[src/rtl/raycast_pkg.sv]
// Shared constants, FSM state type and wrap-around angle helpers for the ray-casting pipeline.
// Angles are fixed point: integer degrees * 1024 + fraction.
package raycast_pkg;

   localparam int          ANGLE_FULL_FIXED = 368640;
   localparam int          FRAC_BITS        = 10;
   localparam int          MAZE_MAX         = 4096;
   localparam logic        SIDE_HORIZ       = 1'b0;
   localparam logic        SIDE_VERT        = 1'b1;
   localparam logic [26:0] DIST_MISS        = 27'h7FFFFFF;

   typedef enum logic [2:0] {
      S_IDLE,
      S_LAUNCH,
      S_WAIT_HITS,
      S_DIST,
      S_SELECT,
      S_OUTPUT,
      S_ADVANCE
   } seq_state_t;

   // Both operands are already below one full turn, so one correction suffices.
   function automatic logic [19:0] angle_add_wrap(input logic [19:0] a, input logic [19:0] b);
      logic [19:0] s;
      s = a + b;
      if (s >= 20'(ANGLE_FULL_FIXED))
         s = s - 20'(ANGLE_FULL_FIXED);
      return s;
   endfunction

   function automatic logic [19:0] angle_sub_wrap(input logic [19:0] a, input logic [19:0] b);
      if (a < b)
         return a + (20'(ANGLE_FULL_FIXED) - b);
      return a - b;
   endfunction

endpackage

[src/rtl/ray_dist_sq.sv]
// Combinational squared Euclidean distance between a wall hit and the ray origin.
// Differences are 14-bit signed, so each square fits in 26 bits and the sum in 27.
module ray_dist_sq (
   input  logic signed [12:0] wall_x,
   input  logic signed [12:0] wall_y,
   input  logic signed [12:0] org_x,
   input  logic signed [12:0] org_y,
   output logic        [26:0] dist_sq
);

   logic signed [13:0] dx;
   logic signed [13:0] dy;
   logic        [13:0] adx;
   logic        [13:0] ady;
   logic        [25:0] adx_w;
   logic        [25:0] ady_w;
   logic        [25:0] sq_x;
   logic        [25:0] sq_y;

   assign dx = $signed({wall_x[12], wall_x}) - $signed({org_x[12], org_x});
   assign dy = $signed({wall_y[12], wall_y}) - $signed({org_y[12], org_y});

   // |d| never exceeds 8191, so the negation cannot overflow 14 bits.
   assign adx = dx[13] ? $unsigned(-dx) : $unsigned(dx);
   assign ady = dy[13] ? $unsigned(-dy) : $unsigned(dy);

   assign adx_w = {12'd0, adx};
   assign ady_w = {12'd0, ady};
   assign sq_x  = adx_w * adx_w;
   assign sq_y  = ady_w * ady_w;

   assign dist_sq = {1'b0, sq_x} + {1'b0, sq_y};

endmodule

[src/rtl/ray_column_sequencer.sv]
// Per-frame ray dispatcher: sweeps the field of view, launches both wall finders per ray,
// keeps the nearer hit and hands one column record per ray to the renderer.
module ray_column_sequencer
   import raycast_pkg::*;
#(
   parameter int NUM_COLS        = 160,
   parameter int COL_W           = 8,
   parameter int HALF_FOV_DEG    = 30,
   parameter int ANGLE_STEP_FRAC = 384,
   parameter int MAX_WAIT        = 4095
) (
   input  logic                    clock,
   input  logic                    resetn,
   input  logic                    start_frame,
   input  logic signed [12:0]      player_x,
   input  logic signed [12:0]      player_y,
   input  logic        [9:0]       player_ang_int,
   input  logic        [9:0]       player_ang_frac,
   output logic        [9:0]       alpha_X,
   output logic        [9:0]       alpha_Y,
   output logic signed [12:0]      ray_x,
   output logic signed [12:0]      ray_y,
   output logic                    begin_calc,
   input  logic                    h_end_calc,
   input  logic                    h_wall_found,
   input  logic signed [12:0]      h_wall_x,
   input  logic signed [12:0]      h_wall_y,
   input  logic                    v_end_calc,
   input  logic                    v_wall_found,
   input  logic signed [12:0]      v_wall_x,
   input  logic signed [12:0]      v_wall_y,
   output logic                    col_valid,
   input  logic                    col_ready,
   output logic        [COL_W-1:0] col_idx,
   output logic                    col_hit,
   output logic                    col_side,
   output logic        [26:0]      col_dist_sq,
   output logic                    busy,
   output logic                    frame_done
);

   localparam int               WAIT_W         = $clog2(MAX_WAIT + 1);
   localparam logic [19:0]      HALF_FOV_FIXED = 20'(HALF_FOV_DEG << FRAC_BITS);
   localparam logic [19:0]      STEP_FIXED     = 20'(ANGLE_STEP_FRAC);
   localparam logic [COL_W-1:0] LAST_COL       = COL_W'(NUM_COLS - 1);
   localparam logic [WAIT_W-1:0] WAIT_LIMIT    = WAIT_W'(MAX_WAIT);

   seq_state_t         state_reg;
   // Top bit is always zero (angle < 360*1024); keeping it lets alpha_X map straight out.
   logic [19:0]        angle_reg;
   logic [WAIT_W-1:0]  wait_cnt_reg;
   logic [WAIT_W-1:0]  wait_cnt_next;
   logic               h_done_reg;
   logic               v_done_reg;
   logic               h_found_reg;
   logic               v_found_reg;
   logic signed [12:0] h_x_reg;
   logic signed [12:0] h_y_reg;
   logic signed [12:0] v_x_reg;
   logic signed [12:0] v_y_reg;
   logic [26:0]        h_dsq;
   logic [26:0]        v_dsq;
   logic [26:0]        h_dsq_reg;
   logic [26:0]        v_dsq_reg;

   assign alpha_X       = angle_reg[19:10];
   assign alpha_Y       = angle_reg[9:0];
   assign wait_cnt_next = wait_cnt_reg + WAIT_W'(1);

   ray_dist_sq u_h_dist (
      .wall_x  (h_x_reg),
      .wall_y  (h_y_reg),
      .org_x   (ray_x),
      .org_y   (ray_y),
      .dist_sq (h_dsq)
   );

   ray_dist_sq u_v_dist (
      .wall_x  (v_x_reg),
      .wall_y  (v_y_reg),
      .org_x   (ray_x),
      .org_y   (ray_y),
      .dist_sq (v_dsq)
   );

   always_ff @(posedge clock) begin
      if (!resetn) begin
         state_reg    <= S_IDLE;
         angle_reg    <= '0;
         wait_cnt_reg <= '0;
         h_done_reg   <= 1'b0;
         v_done_reg   <= 1'b0;
         h_found_reg  <= 1'b0;
         v_found_reg  <= 1'b0;
         h_x_reg      <= '0;
         h_y_reg      <= '0;
         v_x_reg      <= '0;
         v_y_reg      <= '0;
         h_dsq_reg    <= '0;
         v_dsq_reg    <= '0;
         ray_x        <= '0;
         ray_y        <= '0;
         begin_calc   <= 1'b0;
         col_valid    <= 1'b0;
         col_idx      <= '0;
         col_hit      <= 1'b0;
         col_side     <= SIDE_HORIZ;
         col_dist_sq  <= DIST_MISS;
         busy         <= 1'b0;
         frame_done   <= 1'b0;
      end else begin
         begin_calc <= 1'b0;
         frame_done <= 1'b0;
         case (state_reg)
            S_IDLE: begin
               if (start_frame) begin
                  ray_x      <= player_x;
                  ray_y      <= player_y;
                  angle_reg  <= angle_add_wrap({player_ang_int, player_ang_frac}, HALF_FOV_FIXED);
                  col_idx    <= '0;
                  busy       <= 1'b1;
                  begin_calc <= 1'b1;
                  state_reg  <= S_LAUNCH;
               end
            end
            S_LAUNCH: begin
               // Clearing found here makes a side that never reports read as a miss.
               h_done_reg   <= 1'b0;
               v_done_reg   <= 1'b0;
               h_found_reg  <= 1'b0;
               v_found_reg  <= 1'b0;
               wait_cnt_reg <= '0;
               state_reg    <= S_WAIT_HITS;
            end
            S_WAIT_HITS: begin
               wait_cnt_reg <= wait_cnt_next;
               if (h_end_calc && !h_done_reg) begin
                  h_done_reg  <= 1'b1;
                  h_found_reg <= h_wall_found;
                  h_x_reg     <= h_wall_x;
                  h_y_reg     <= h_wall_y;
               end
               if (v_end_calc && !v_done_reg) begin
                  v_done_reg  <= 1'b1;
                  v_found_reg <= v_wall_found;
                  v_x_reg     <= v_wall_x;
                  v_y_reg     <= v_wall_y;
               end
               if (((h_done_reg || h_end_calc) && (v_done_reg || v_end_calc)) ||
                   (wait_cnt_next == WAIT_LIMIT))
                  state_reg <= S_DIST;
            end
            S_DIST: begin
               h_dsq_reg <= h_dsq;
               v_dsq_reg <= v_dsq;
               state_reg <= S_SELECT;
            end
            S_SELECT: begin
               if (h_found_reg && v_found_reg) begin
                  col_hit <= 1'b1;
                  // Equal distances favour the horizontal grid line.
                  if (v_dsq_reg < h_dsq_reg) begin
                     col_side    <= SIDE_VERT;
                     col_dist_sq <= v_dsq_reg;
                  end else begin
                     col_side    <= SIDE_HORIZ;
                     col_dist_sq <= h_dsq_reg;
                  end
               end else if (h_found_reg) begin
                  col_hit     <= 1'b1;
                  col_side    <= SIDE_HORIZ;
                  col_dist_sq <= h_dsq_reg;
               end else if (v_found_reg) begin
                  col_hit     <= 1'b1;
                  col_side    <= SIDE_VERT;
                  col_dist_sq <= v_dsq_reg;
               end else begin
                  col_hit     <= 1'b0;
                  col_side    <= SIDE_HORIZ;
                  col_dist_sq <= DIST_MISS;
               end
               col_valid <= 1'b1;
               state_reg <= S_OUTPUT;
            end
            S_OUTPUT: begin
               if (col_ready) begin
                  col_valid <= 1'b0;
                  state_reg <= S_ADVANCE;
               end
            end
            S_ADVANCE: begin
               if (col_idx == LAST_COL) begin
                  frame_done <= 1'b1;
                  busy       <= 1'b0;
                  state_reg  <= S_IDLE;
               end else begin
                  col_idx    <= col_idx + COL_W'(1);
                  angle_reg  <= angle_sub_wrap(angle_reg, STEP_FIXED);
                  begin_calc <= 1'b1;
                  state_reg  <= S_LAUNCH;
               end
            end
            default: state_reg <= S_IDLE;
         endcase
      end
   end

endmodule

[config.mk]
export PLATFORM = sky130hd
export DESIGN_NAME = ray_column_sequencer
export DESIGN_NICKNAME = d
export VERILOG_FILES = /design/src/rtl/raycast_pkg.sv /design/src/rtl/ray_dist_sq.sv /design/src/rtl/ray_column_sequencer.sv
export SDC_FILE = /design/constraint.sdc
export NUM_CORES = 2
export LEC_CHECK = 0
export BUFFER_PORTS_ARGS = -buffer_cell sky130_fd_sc_hd__buf_2
export CAP_MARGIN = 20
export CORE_MARGIN = 1.5
export CORE_UTILIZATION = 50
export DETAILED_ROUTE_END_ITERATION = 16
export HOLD_SLACK_MARGIN = 0.03
export PLACE_DENSITY = 0.67
export SYNTH_ARGS = -nofsm -noshare
export SYNTH_HDL_FRONTEND = slang
export SYNTH_SLANG_ARGS = --single-unit
[constraint.sdc]
create_clock -name clock -period 22 [get_ports clock]
set_input_delay 4.4 -clock clock [delete_from_list [all_inputs] [get_ports clock]]
set_output_delay 4.4 -clock clock [all_outputs]
set_load 0.005 [all_outputs]
==> Word level (Yosys, flattened, before mapping) <==
Cells that the tools add are included.
{ "word_totals": {"regBits": 212, "output_inout_bits": 87, "input_bits": 106, "word_cells": 134} }
{ "classes": {"multipliers": 4, "order_cmp": 3, "n_reduce_logical": 23, "eq_ne": 15, "addsub": 16, "n_mux": 50} }
{ "op_table": {"columns": ["op", "count"], "rows": [
  ["27-bit two-way mux", 4],
  ["14-bit by 14-bit multiplier with 26-bit output", 4],
  ["20-bit two-way mux", 5],
  ["14-bit two-way mux", 4],
  ["14-bit negation", 4],
  ["13-bit by 13-bit subtractor with 14-bit output", 4],
  ["26-bit by 26-bit adder with 27-bit output", 2],
  ["20-bit one-hot mux with 2 select lines", 1],
  ["27-bit less-than comparator", 1],
  ["12-bit one-hot mux with 2 select lines", 1],
  ["1-bit two-way mux", 21],
  ["3-bit one-hot mux with 7 select lines", 1],
  ["20-bit by 15-bit adder with 20-bit output (second input constant)", 1],
  ["20-bit by 19-bit adder with 20-bit output (second input constant)", 1],
  ["20-bit by 19-bit >= comparator with 1-bit output (second input constant)", 1],
  ["20-bit by 9-bit less-than comparator with 1-bit output (second input constant)", 1],
  ["20-bit by 19-bit subtractor with 20-bit output (second input constant)", 1],
  ["20-bit by 9-bit subtractor with 20-bit output (second input constant)", 1],
  ["8-bit two-way mux", 2],
  ["8-bit one-hot mux with 2 select lines", 1],
  ["2-bit != test (second input constant)", 7],
  ["1-bit one-hot mux with 2 select lines", 7],
  ["2-bit AND reduction", 7],
  ["12-bit by 1-bit adder with 12-bit output (second input constant)", 1],
  ["13 further kinds", 28]
]} }

==> Depth between registers and ports, before layout <==
{ "logic_depth": {"depth_word": 8, "depth_mapped": 45, "depth_no_buf": 44} }

==> Cells and area by module <==
From an unflattened synthesis, not the netlist that was laid out.
{ "unflattened": {"hier_cells": 4600, "area_unflattened_um2": 37156.9} }
{ "by_module_without_submodules": {"columns": ["mod", "n_inst", "cells_each", "area_each_um2", "seq_area_each_um2"], "rows": [
  ["ray_dist_sq at u_h_dist", 1, 1692, 13945.9, 0.0],
  ["ray_dist_sq at u_v_dist", 1, 1665, 13746.9, 0.0],
  ["ray_column_sequencer", 1, 1243, 9464.1, 4244.1]
]} }

==> Worst setup path after synthesis <==
OpenSTA, ideal clock, no wires.
{ "synth_timing": {"kind": "flip-flop to flip-flop", "start": "register ray_x[4]", "end": "register h_dsq_reg[24]", "arrival_time_ps": 9834, "slack_ps": 12090, "required_ps": 21924, "path_stages_with_launch": 40, "period_less_slack_ps": 9910, "setup_ps": 76, "cell_sequence": "dfxtp_1 -> inv_1 -> ha_1 -> buf_2 -> nor2b_1 -> a221o_1 -> a211oi_1 -> nor4b_1 -> nand3_1 -> nand2_1 -> xor2_1 -> inv_1 -> nand2_1 -> inv_1 -> fa_1 -> inv_1 -> fa_1 -> inv_1 -> [4 not listed] -> inv_1 -> fa_1 -> ha_1 -> or3_1 -> a311o_1 -> a31o_2 -> a21oi_1 -> xnor2_1 -> ha_1 -> and4_1 -> a221o_1 -> or3_1 -> o221a_2 -> o211a_1 -> o21a_1 -> o21ai_0 -> mux2_2 -> o22ai_1"} }
{ "synth_via": {"elab_chain_cells": 5} }
{ "synth_lines": {"columns": ["item", "line", "text"], "rows": [
  ["start: declaration", "ray_column_sequencer.sv:21", "output logic signed [12:0] ray_x,"],
  ["start signal: assignment", "ray_column_sequencer.sv:117", "ray_x <= player_x;"],
  ["13-bit by 13-bit subtractor with 14-bit output *", "ray_dist_sq.sv:20", "assign dx = $signed({wall_x[12], wall_x}) - $signed({org_x[12], org_x});"],
  ["14-bit negation", "ray_dist_sq.sv:24", "assign adx = dx[13] ? $unsigned(-dx) : $unsigned(dx);"],
  ["14-bit two-way mux *", "ray_dist_sq.sv:24", null],
  ["14-bit by 14-bit multiplier with 26-bit output *", "ray_dist_sq.sv:29", "assign sq_x = adx_w * adx_w;"],
  ["26-bit by 26-bit adder with 27-bit output *", "ray_dist_sq.sv:32", "assign dist_sq = {1'b0, sq_x} + {1'b0, sq_y};"],
  ["end signal: assignment", "ray_column_sequencer.sv:154", "h_dsq_reg <= h_dsq;"],
  ["end: declaration", "ray_column_sequencer.sv:63", "logic [26:0] h_dsq_reg;"]
]} }
Every way passes the cells marked *; elsewhere a longest branch is shown, timed or not.
A chain may end at the register's enable or synchronous reset.

==> Final worst setup path <==
{ "layout_timing": {"start": "register ray_x[0]", "end": "register h_dsq_reg[24]"} }
Same word-level chain as after synthesis.

==> metrics.yaml <==
worst_setup_path:
  startpoint: "ray_x[0]"
  critical_path_class: "register to register"
  setup.worst_path.end: "h_dsq_reg[24]"
  critPathCaptureType: "register"
  crit_required_ns: 22.47
  r2r-start: "ray_x[0]"
  r2r_slack_ns: 10.39
  path_max_fanout: 8
  cp-start-kind: "register"
  cp_slowest_stage_delay_ns: 0.56
  r2r-end: "h_dsq_reg[24]"
  crit_top_cell: "fa_1"
  arrival_ns: 12.08
  cp_slowest_cell: "xor2_1"
  r2r_cells: 42
sta:
  setup_tns_ns: 0
  fin_crit_sh_pct: 52.8
  hold_violations: 0
  relSlewSlack_pct: 21.8
  tightest_slew_ns: 1.17
  clock_skew_ns: 0.0401
  fmax_mhz: 86.2
  slew_viol_final: 0
  setup_viol: 0
  rsz0062_at_grt: "false"
  fin_crit_ns: 11.61
flow_run:
  maxCapViolations: 0
route:
  ant_nets: 0
  dr.pass1.iters: 5
  drc: 0
  num_vias: 31000
  routed_wirelength_mm: 103
  wl_per_cell_um: 18.3
  viasPerCell: 5.52
  dr.first_iter.drc_count: 1864
clock_tree:
  cts_resized: 0
  h-tree-depth: 1
  cts_tree: "done"
  clk_path_buf_depth: 3
  worstSkewPairLatency_ns: 0.59
  postCtsHoldBufs: 0
  clockRootBuffer: "clkbuf_16"
  cts_setup_buffers: 0
  cts.sinks: 212
  cts_buffers: 26
  clkSlewWorstSetupHoldPaths_ns: 0.06
cells_and_area:
  final_cell_mix: "inv_1, nand2_1, fa_1, ha_1, a21oi_1"
  area_growth_pct: 8.68
  design_area_um2: 39500
  final_common_cell: "inv_1"
  fin_nets: 5659
  drive_gt1_share_pct: 7.21
floorplan:
  coreArea_um2: 71700
  dieWidth_um: 273
  fp.dieArea_um2: 74300
  die_h_um: 273
  row_count: 98
  pin_count: 193
  initial_core_util_pct: 50.7
logic_synthesis:
  syn_area_per_cell_um2: 8.13
  synth_edf_count: 0
  ys_types: 94
  dominantRegCellSynth: "dfxtp_1"
  ys_warn_count: 0
  ys_async_sr_fraction_pct: 0
  synth_seq_cells: 212
  ys_seq_area_share_pct: 11.7
  synthCells: 4469
  netlist_area_um2: 36300
grt:
  grt_max_degree: 89
  antenna_found_initial: 9
  gr-total-overflow: 0
  grt_pass1_vias: 30900
  grt_pass1_wl_mm: 165
  grt_usage_pct: 27.9
place:
  place_congestion: 0.929
  hpwlAfterDp_mm: 85.5
  place_area_um2: 38400
  numPortBuffers: 192
outcome:
  outcome: "complete, no violations"
worst_hold_path:
  hold_path.class: "register to register"
cells in the mapped netlist (22+ instances only):
cell type | number | area (um^2)
a21o_1 | 77 | 578
nand2b_1 | 41 | 257
and2_1 | 39 | 244
nor3_1 | 65 | 325
xnor2_1 | 166 | 1450
nand2_1 | 589 | 2210
o22ai_1 | 38 | 238
o21a_1 | 34 | 255
a211oi_1 | 22 | 165
a21oi_1 | 329 | 1650
fa_1 | 466 | 9330
nand4_1 | 25 | 156
nor2b_1 | 35 | 219
clkbuf_1 | 108 | 405
ha_1 | 450 | 5630
or3_1 | 34 | 213
nand3_1 | 73 | 365
o21ai_0 | 124 | 621
nor2_1 | 295 | 1110
xor2_1 | 77 | 674
and3_1 | 31 | 194
a31oi_1 | 34 | 213
inv_1 | 768 | 2880
dfxtp_1 | 212 | 4240
o211ai_1 | 45 | 338
critical path, delay by kind of cell (launching register included):
family,cells,cell delay (ns)
fa+ha+maj,10,4.39
compound gates,12,2.69
simple gates,10,1.76
xor+xnor,3,1.13
buf+inv,6,0.76
flops,1,0.38
mux,1,0.37
how the worst min path moves through the flow:
stage / startpoint / endpoint / cells past startpoint
6_report: v_y_reg[8] / v_y_reg[8] / 2
3_3_place_gp: angle_reg[3] / angle_reg[3] / 2
5_1_grt: angle_reg[0] / angle_reg[0] / 2
4_1_cts: angle_reg[3] / angle_reg[3] / 2
3_5_place_dp: angle_reg[2] / angle_reg[2] / 2
2_1_floorplan: h_x_reg[0] / h_x_reg[0] / 2
metrics by stage:
step | instances | hold slack, ns | utilization (%) | setup WS [ns]
6_report | 5615 | 0.459 | 55.1 | 10.39
4_1_cts | 5606 | 0.457 | 55.0 | 10.50
3_3_place_gp | 5557 | 0.442 | 53.6 | 10.70
2_1_floorplan | 4503 | 0.436 | - | 12.09
3_5_place_dp | 5558 | 0.447 | 53.6 | 10.55
5_1_grt | 5615 | 0.480 | 55.1 | 9.75
routing by layer:
| metal | vias up | routed length (um) | track usage (%) |
|---|---|---|---|
| li1 | 15000 | - | - |
| met1 | 15000 | 44000 | 36.3 |
| met2 | 827 | 48200 | 46.7 |
| met3 | 190 | 6070 | 3.71 |
| met4 | 0 | 4270 | 11.4 |
| met5 | - | 0 | 0 |
cell type report:
type                       instances  area (um^2)
antenna                            8         20.0
clock buffer                      33          727
inverter                         780         2930
multi-input combinational       3389        28800
clock inverter                    15          270
sequential                       212         4240
timing repair buffer             228         1270
fill                            6815        32200
tap                              950         1190
cells by family after synthesis:
family          count (synthesis)  synth area share, %
mux                            11                0.310
other cells                     2               0.0207
fa+ha+maj                     916                 41.2
compound gates                867                 15.1
simple gates                 1315                 16.4
xor+xnor                      244                 5.90
buf+inv                       902                 9.34
flops                         212                 11.7
Power is not shown: default switching activity piles up to over one toggle a cycle in this logic, so the estimate is an artifact.
